--- config.mk ---
export PLATFORM = sky130hd
export DESIGN_NAME = player_grid_ctrl
export DESIGN_NICKNAME = d
export VERILOG_FILES = /design/src/rtl/player_grid_ctrl.sv
export SDC_FILE = /design/constraint.sdc
export NUM_CORES = 1
export LEC_CHECK = 0
export BUFFER_PORTS_ARGS = -buffer_cell sky130_fd_sc_hd__buf_2
export CELL_PAD_IN_SITES_DETAIL_PLACEMENT = 0
export CELL_PAD_IN_SITES_GLOBAL_PLACEMENT = 2
export CORE_ASPECT_RATIO = 0.6
export CORE_MARGIN = 2
export CORE_UTILIZATION = 31
export CTS_CLUSTER_DIAMETER = 80
export DETAILED_ROUTE_END_ITERATION = 6
export PLACE_DENSITY = 0.87
export RECOVER_POWER = 25
export SLEW_MARGIN = 10
export SYNTH_ARGS = -nofsm -noshare
export SYNTH_HDL_FRONTEND = slang
export SYNTH_SLANG_ARGS = --single-unit
--- constraint.sdc ---
create_clock -name clk -period 4.32 [get_ports clk]
set_input_delay 0 -clock clk [delete_from_list [all_inputs] [get_ports clk]]
set_output_delay 0 -clock clk [all_outputs]
set_load 0.02 [all_outputs]
--- src/rtl/player_grid_ctrl.sv ---
// player_grid_ctrl: moves a single player cell around an 8x8 grid under
// frame-paced button control, rejecting moves into walls or off the grid.
module player_grid_ctrl #(
  parameter logic [2:0]  START_X     = 3'd1,
  parameter logic [2:0]  START_Y     = 3'd1,
  parameter int unsigned HOLD_FRAMES = 8
) (
  input  logic        clk,
  input  logic        rst,
  input  logic        frame_tick,
  input  logic        btn_up,
  input  logic        btn_down,
  input  logic        btn_left,
  input  logic        btn_right,
  input  logic [63:0] grid_is_wall,
  output logic [2:0]  player_x,
  output logic [2:0]  player_y,
  output logic [63:0] player_mask,
  output logic        busy,
  output logic        bump
);

  localparam int unsigned CNT_W   = 8;
  localparam int unsigned TGT_W   = 4;
  localparam int unsigned IDX_W   = 6;
  localparam int unsigned GRID_W  = 64;

  localparam logic [IDX_W-1:0]  START_IDX  = {START_Y, START_X};
  localparam logic [GRID_W-1:0] START_MASK = GRID_W'(1) << START_IDX;
  localparam logic [CNT_W-1:0]  HOLD_LOAD  = CNT_W'(HOLD_FRAMES);

  typedef enum logic [1:0] {IDLE, CHECK, MOVE, HOLD} state_t;
  typedef enum logic [1:0] {DIR_UP, DIR_DOWN, DIR_LEFT, DIR_RIGHT} dir_t;

  state_t             state, state_next;
  dir_t               dir, pri_dir;
  logic               dir_load;
  logic [CNT_W-1:0]   hold_cnt;
  logic               any_btn;
  logic [TGT_W-1:0]   tgt_x, tgt_y;
  logic [IDX_W-1:0]   tgt_idx;
  logic               blocked;

  assign any_btn = btn_up | btn_down | btn_left | btn_right;

  // Direction priority: up > down > left > right
  always_comb begin
    if (btn_up)        pri_dir = DIR_UP;
    else if (btn_down) pri_dir = DIR_DOWN;
    else if (btn_left) pri_dir = DIR_LEFT;
    else               pri_dir = DIR_RIGHT;
  end

  // Target cell in 4-bit arithmetic; bit 3 set means off-grid (no wrap)
  always_comb begin
    tgt_x = {1'b0, player_x};
    tgt_y = {1'b0, player_y};
    case (dir)
      DIR_UP:    tgt_y = {1'b0, player_y} - TGT_W'(1);
      DIR_DOWN:  tgt_y = {1'b0, player_y} + TGT_W'(1);
      DIR_LEFT:  tgt_x = {1'b0, player_x} - TGT_W'(1);
      DIR_RIGHT: tgt_x = {1'b0, player_x} + TGT_W'(1);
      default:   ;
    endcase
    tgt_idx = {tgt_y[2:0], tgt_x[2:0]};
    blocked = tgt_x[3] | tgt_y[3] | grid_is_wall[tgt_idx];
  end

  // State register
  always_ff @(posedge clk or posedge rst) begin
    if (rst) state <= IDLE;
    else     state <= state_next;
  end

  // Next-state logic; direction is latched only on entry to CHECK
  always_comb begin
    state_next = state;
    dir_load   = 1'b0;
    case (state)
      IDLE: begin
        if (frame_tick && any_btn) begin
          state_next = CHECK;
          dir_load   = 1'b1;
        end
      end
      CHECK: state_next = blocked ? HOLD : MOVE;
      MOVE:  state_next = HOLD;
      HOLD: begin
        if (!any_btn) begin
          state_next = IDLE;
        end else if (frame_tick && (hold_cnt <= CNT_W'(1))) begin
          state_next = CHECK;
          dir_load   = 1'b1;
        end
      end
      default: state_next = IDLE;
    endcase
  end

  // Status outputs decoded from the state register
  always_comb begin
    busy = 1'b0;
    bump = 1'b0;
    busy = (state != IDLE);
    bump = (state == CHECK) && blocked;
  end

  // Latched move direction
  always_ff @(posedge clk or posedge rst) begin
    if (rst)           dir <= DIR_UP;
    else if (dir_load) dir <= pri_dir;
  end

  // Auto-repeat frame counter: loaded on HOLD entry, counts frame ticks
  always_ff @(posedge clk or posedge rst) begin
    if (rst) begin
      hold_cnt <= '0;
    end else if ((state_next == HOLD) && (state != HOLD)) begin
      hold_cnt <= HOLD_LOAD;
    end else if ((state == HOLD) && frame_tick && (hold_cnt != '0)) begin
      hold_cnt <= hold_cnt - CNT_W'(1);
    end
  end

  // Player position and one-hot mask, committed on MOVE exit
  always_ff @(posedge clk or posedge rst) begin
    if (rst) begin
      player_x    <= START_X;
      player_y    <= START_Y;
      player_mask <= START_MASK;
    end else if (state == MOVE) begin
      player_x    <= tgt_x[2:0];
      player_y    <= tgt_y[2:0];
      player_mask <= GRID_W'(1) << tgt_idx;
    end
  end

endmodule

==> flow_results.org <==
** Floorplan
- The region available for standard cell placement spans 15,500 sq um.
- I/O Pins :: 143
- Die outline area :: 17,000 sq um
- Once the floorplan was initialized, standard cells occupied 31.9% of the core.
- Height of the chip :: 102 um
- Overall die width :: 167 um
- Num rows :: 35

** Synthesis
- Mean cell area of the mapped netlist :: 9.28 sq um
- The number of nets in the synthesized netlist is 616.
- Syn Inst Count :: 532
- The netlist uses 59 different library cells.
- In this run, synthesis inferred 0 flip-flops with an integrated enable.
- Proportion of register bits with asynchronous set or reset after synthesis :: 100%
- Flip-flop and latch count after synthesis :: 82
- In this run the cell area of the synthesized design comes to 4940 sq um.
- Sequential area share after synthesis :: 41.6%
- Yosys printed 0 warnings.
- Main flop type after synthesis :: dfrtp_1

** Timing
- Adding up every negative setup slack in the final design gives 0 ns.
- For the pin with the worst max-slew slack, the measured transition is 1.17 ns.
- Setup repair after global routing left no endpoint under its margin.
- On the final layout, the worst hold slack is 0.0491 ns.
- For the final database, setup skew stands at 0.00823 ns.
- Share of the cycle needed by the critical path after routing :: 83.8%
- Fin. max-slew vios :: 0
- Remaining max-slew budget at the tightest pin :: 21.6%
- Number of setup violations in the final report :: 0
- Based on the critical path, the design can be clocked at up to 0.276 GHz.
- Final critical path time including I/O delays and setup :: 3.62 ns
- Final count of hold timing violations :: 0

** Clocking
- TritonCTS built the clock tree.
- The clock drives 82 sinks.
- After clock tree synthesis, the clock-pin slew on the worst setup and hold paths is 0.06 ns.
- The number of setup buffers added after CTS is 0.
- In this run the deepest clock path goes through 2 buffers.
- Clock latency on the worst-skew pair :: 0.34 ns
- TritonCTS Buffers :: 9
- CTS built an H-tree with a depth of 3.
- Cell at the root of the clock tree :: clkbuf_16

** Worst setup path
- Required time at the endpoint of the critical path :: 4.32 ns
- Along the worst path, the maximum fanout reaches 5.
- STA classifies the critical path endpoint as an output pin.
- Kind of critical path :: register to output pin
- STA classifies the critical path startpoint as a register.
- Worst endpoint data arrival time :: 3.62 ns

** Global routing
- Vias in the first global route :: 4,464
- The first global-routing pass estimated 24,300 um of wire.
- Leftover overflow at the end of global routing :: 0
- Maximum number of pins on one net before global-route repair :: 59
- Global Route Usage Sum :: 18.2%
- The initial antenna violation count is 0.

** Finish
- Final antenna diode count :: 0
- The library cell used most frequently in the layout, excluding fill and tap cells, is buf_2.
- For this run, the post-layout net count is 751.
- The finished cells cover 6160 sq um.
- After filler insertion, the fill cell instance count of the layout stands at 1,566.
- Syn-to-layout area delta :: 24.8%
- Most frequent cells in the layout :: 107 x buf_2, 78 x dfrtp_1, 74 x inv_1
- Proportion of layout cells with a drive suffix above 1 :: 24.1%

** Placed design
- Placed inst area :: 5830 sq um
- Summed over all nets, the half-perimeter wirelength after detailed placement is 11,400 um.
- During placement, the flow inserted port buffers numbering 142.
- The congestion estimate from routability-driven global placement came to 0.837.

** Pwr
- Of the total power, registers draw 23.0%.
- Maximum VDD drop :: 340 uV
- Net switching is 47.8% of the power.
- Power spent charging and discharging nets :: 0.00252 W
- The internal portion of the total power is 0.00276 W.
- Power density of the placed cells :: 857 nW/um^2
- Proportion of power drawn by combinational gates :: 60.2%
- In this run the static leakage power is 2.73 nW.
- Clock group share of total power :: 16.8%

** Detailed routing
- DRC violation count after routing :: 0
- Residual antenna-violating net count after detailed routing :: 0
- Dividing the detail-routed wire length by the instance count gives 17.2 um.
- Routed via count :: 4,497
- Dividing the detail-routed via count by the number of cells gives 5.14.
- Detailed-route wire length :: 15,100 um
- DRC marker count from the first detailed-route iteration :: 398
- The pre-antenna-repair detailed-routing pass consisted of 6 iterations.

** Outcome
- The flow ran to the end, and the final reports show no timing, DRC or antenna violations.

** Worst hold path
- The worst hold path belongs to the class input port to register.

** Job
- Max-cap viol count :: 0
stage by stage:
step	utilization, %	std cells	setup slack, ns	total power [W]
after floorplan	-	532	0.590	0.00357
after global placement	37.7	856	1.05	0.00435
after detailed placement	37.7	856	0.944	0.00442
after CTS	40.1	875	0.710	0.00532
after global routing	39.9	875	0.529	0.00572
final	39.9	875	0.699	0.00528
layout make-up:
type / instances / area [sq um] / share of cell area (%)
Tap cell: 203 / 254 / 4.12
Timing Repair Buffer: 156 / 779 / 12.6
Clock buffer: 10 / 229 / 3.72
Multi-Input combinational cell: 342 / 2440 / 39.6
Inverter: 76 / 287 / 4.65
Clock inverter: 6 / 114 / 1.85
Sequential cell: 82 / 2060 / 33.4
cell families after synthesis:
logic type	share of synthesized area (%)
XOR/XNOR	2.46
multiplexers	13.2
flip-flops	41.6
adder cells (fa/ha/maj)	3.60
AND/OR/NAND/NOR	12.8
buffers and inverters	8.97
AO/OA/AOI/OAI	17.4
state kept, by name (all words and copies together), names as in the netlist:
register and flops:
dir 2, hold_cnt 8, player_mask 64, player_x 3, player_y 3, state 2
Yosys cell counts (3+ instances only):
library cell	number	area share, %
nor2_1	22	1.7
nand2_1	48	3.6
mux2_2	6	1.4
nand3_1	15	1.5
dfstp_2	3	1.6
a21o_1	3	0.46
mux2i_1	37	7.5
xor2_1	3	0.53
nand2b_1	8	1.0
xnor2_1	9	1.6
o22ai_1	65	8.2
o21ai_0	12	1.2
inv_1	75	5.7
buf_1	3	0.23
clkbuf_1	15	1.1
a32oi_1	3	0.53
o211ai_1	3	0.46
nand4_1	4	0.51
nor3b_1	3	0.46
or4_1	5	0.76
buf_2	10	1.0
mux4_2	9	4.1
a31oi_1	8	1.0
o31ai_1	3	0.46
a22oi_1	5	0.76
a21oi_1	16	1.6
nor3_1	8	0.81
dfrtp_1	79	40
nor2b_1	6	0.76
ha_1	11	2.8
worst paths after layout:
kind / start / to / slack, ns / cells past startpoint
setup / recovery: dir[0] / bump / 0.70 / 10
hold / removal: btn_left / dir[0] / 0.05 / 3
setup reg to reg: dir[0] / hold_cnt[3] / 0.91 / 10
hold reg to reg: player_mask[9] / player_mask[9] / 0.49 / 2
max in group asynchronous: rst / player_mask[57] / 2.63 / 4
min in group asynchronous: rst / hold_cnt[1] / 0.43 / 3
routing by layer:
layer	vias to the layer above	part of all wire [%]	global-route usage (%)
li1	2162	-	-
met1	2186	52	27.2
met2	138	42	26.7
met3	11	5.3	4.57
met4	0	0.96	3.18
met5	-	0	0
power groups by stage:
| stage | Combinational (W) | Clock, W | Sequential (W) |
|---|---|---|---|
| floorplan | 0.00220 | 0 | 0.00137 |
| global placement | 0.00314 | 0 | 0.00121 |
| detailed placement | 0.00320 | 0 | 0.00122 |
| CTS | 0.00321 | 0.000899 | 0.00121 |
| global route | 0.00353 | 0.000935 | 0.00125 |
| finish | 0.00318 | 0.000888 | 0.00121 |
worst max-delay path: stages (launching register included):
cell	delay, ns
dfrtp_1	0.41
nand2_1	0.14
fa_1	0.50
xor2_1	0.43
mux2_1	0.37
o21ai_1	0.12
a31oi_1	0.06
or4_1	0.50
and4b_1	0.24
o31a_1	0.34
buf_2	0.17
what timing repair did:
item / 4_1_cts / 5_1_grt
gates resized for setup: 0 / 0
hold buffers: 3 / 0
hold endpoints to repair: 24 / 0
endpoints found under the setup margin: 0 / 0
Note: power is estimated with default switching activity, not from simulation.
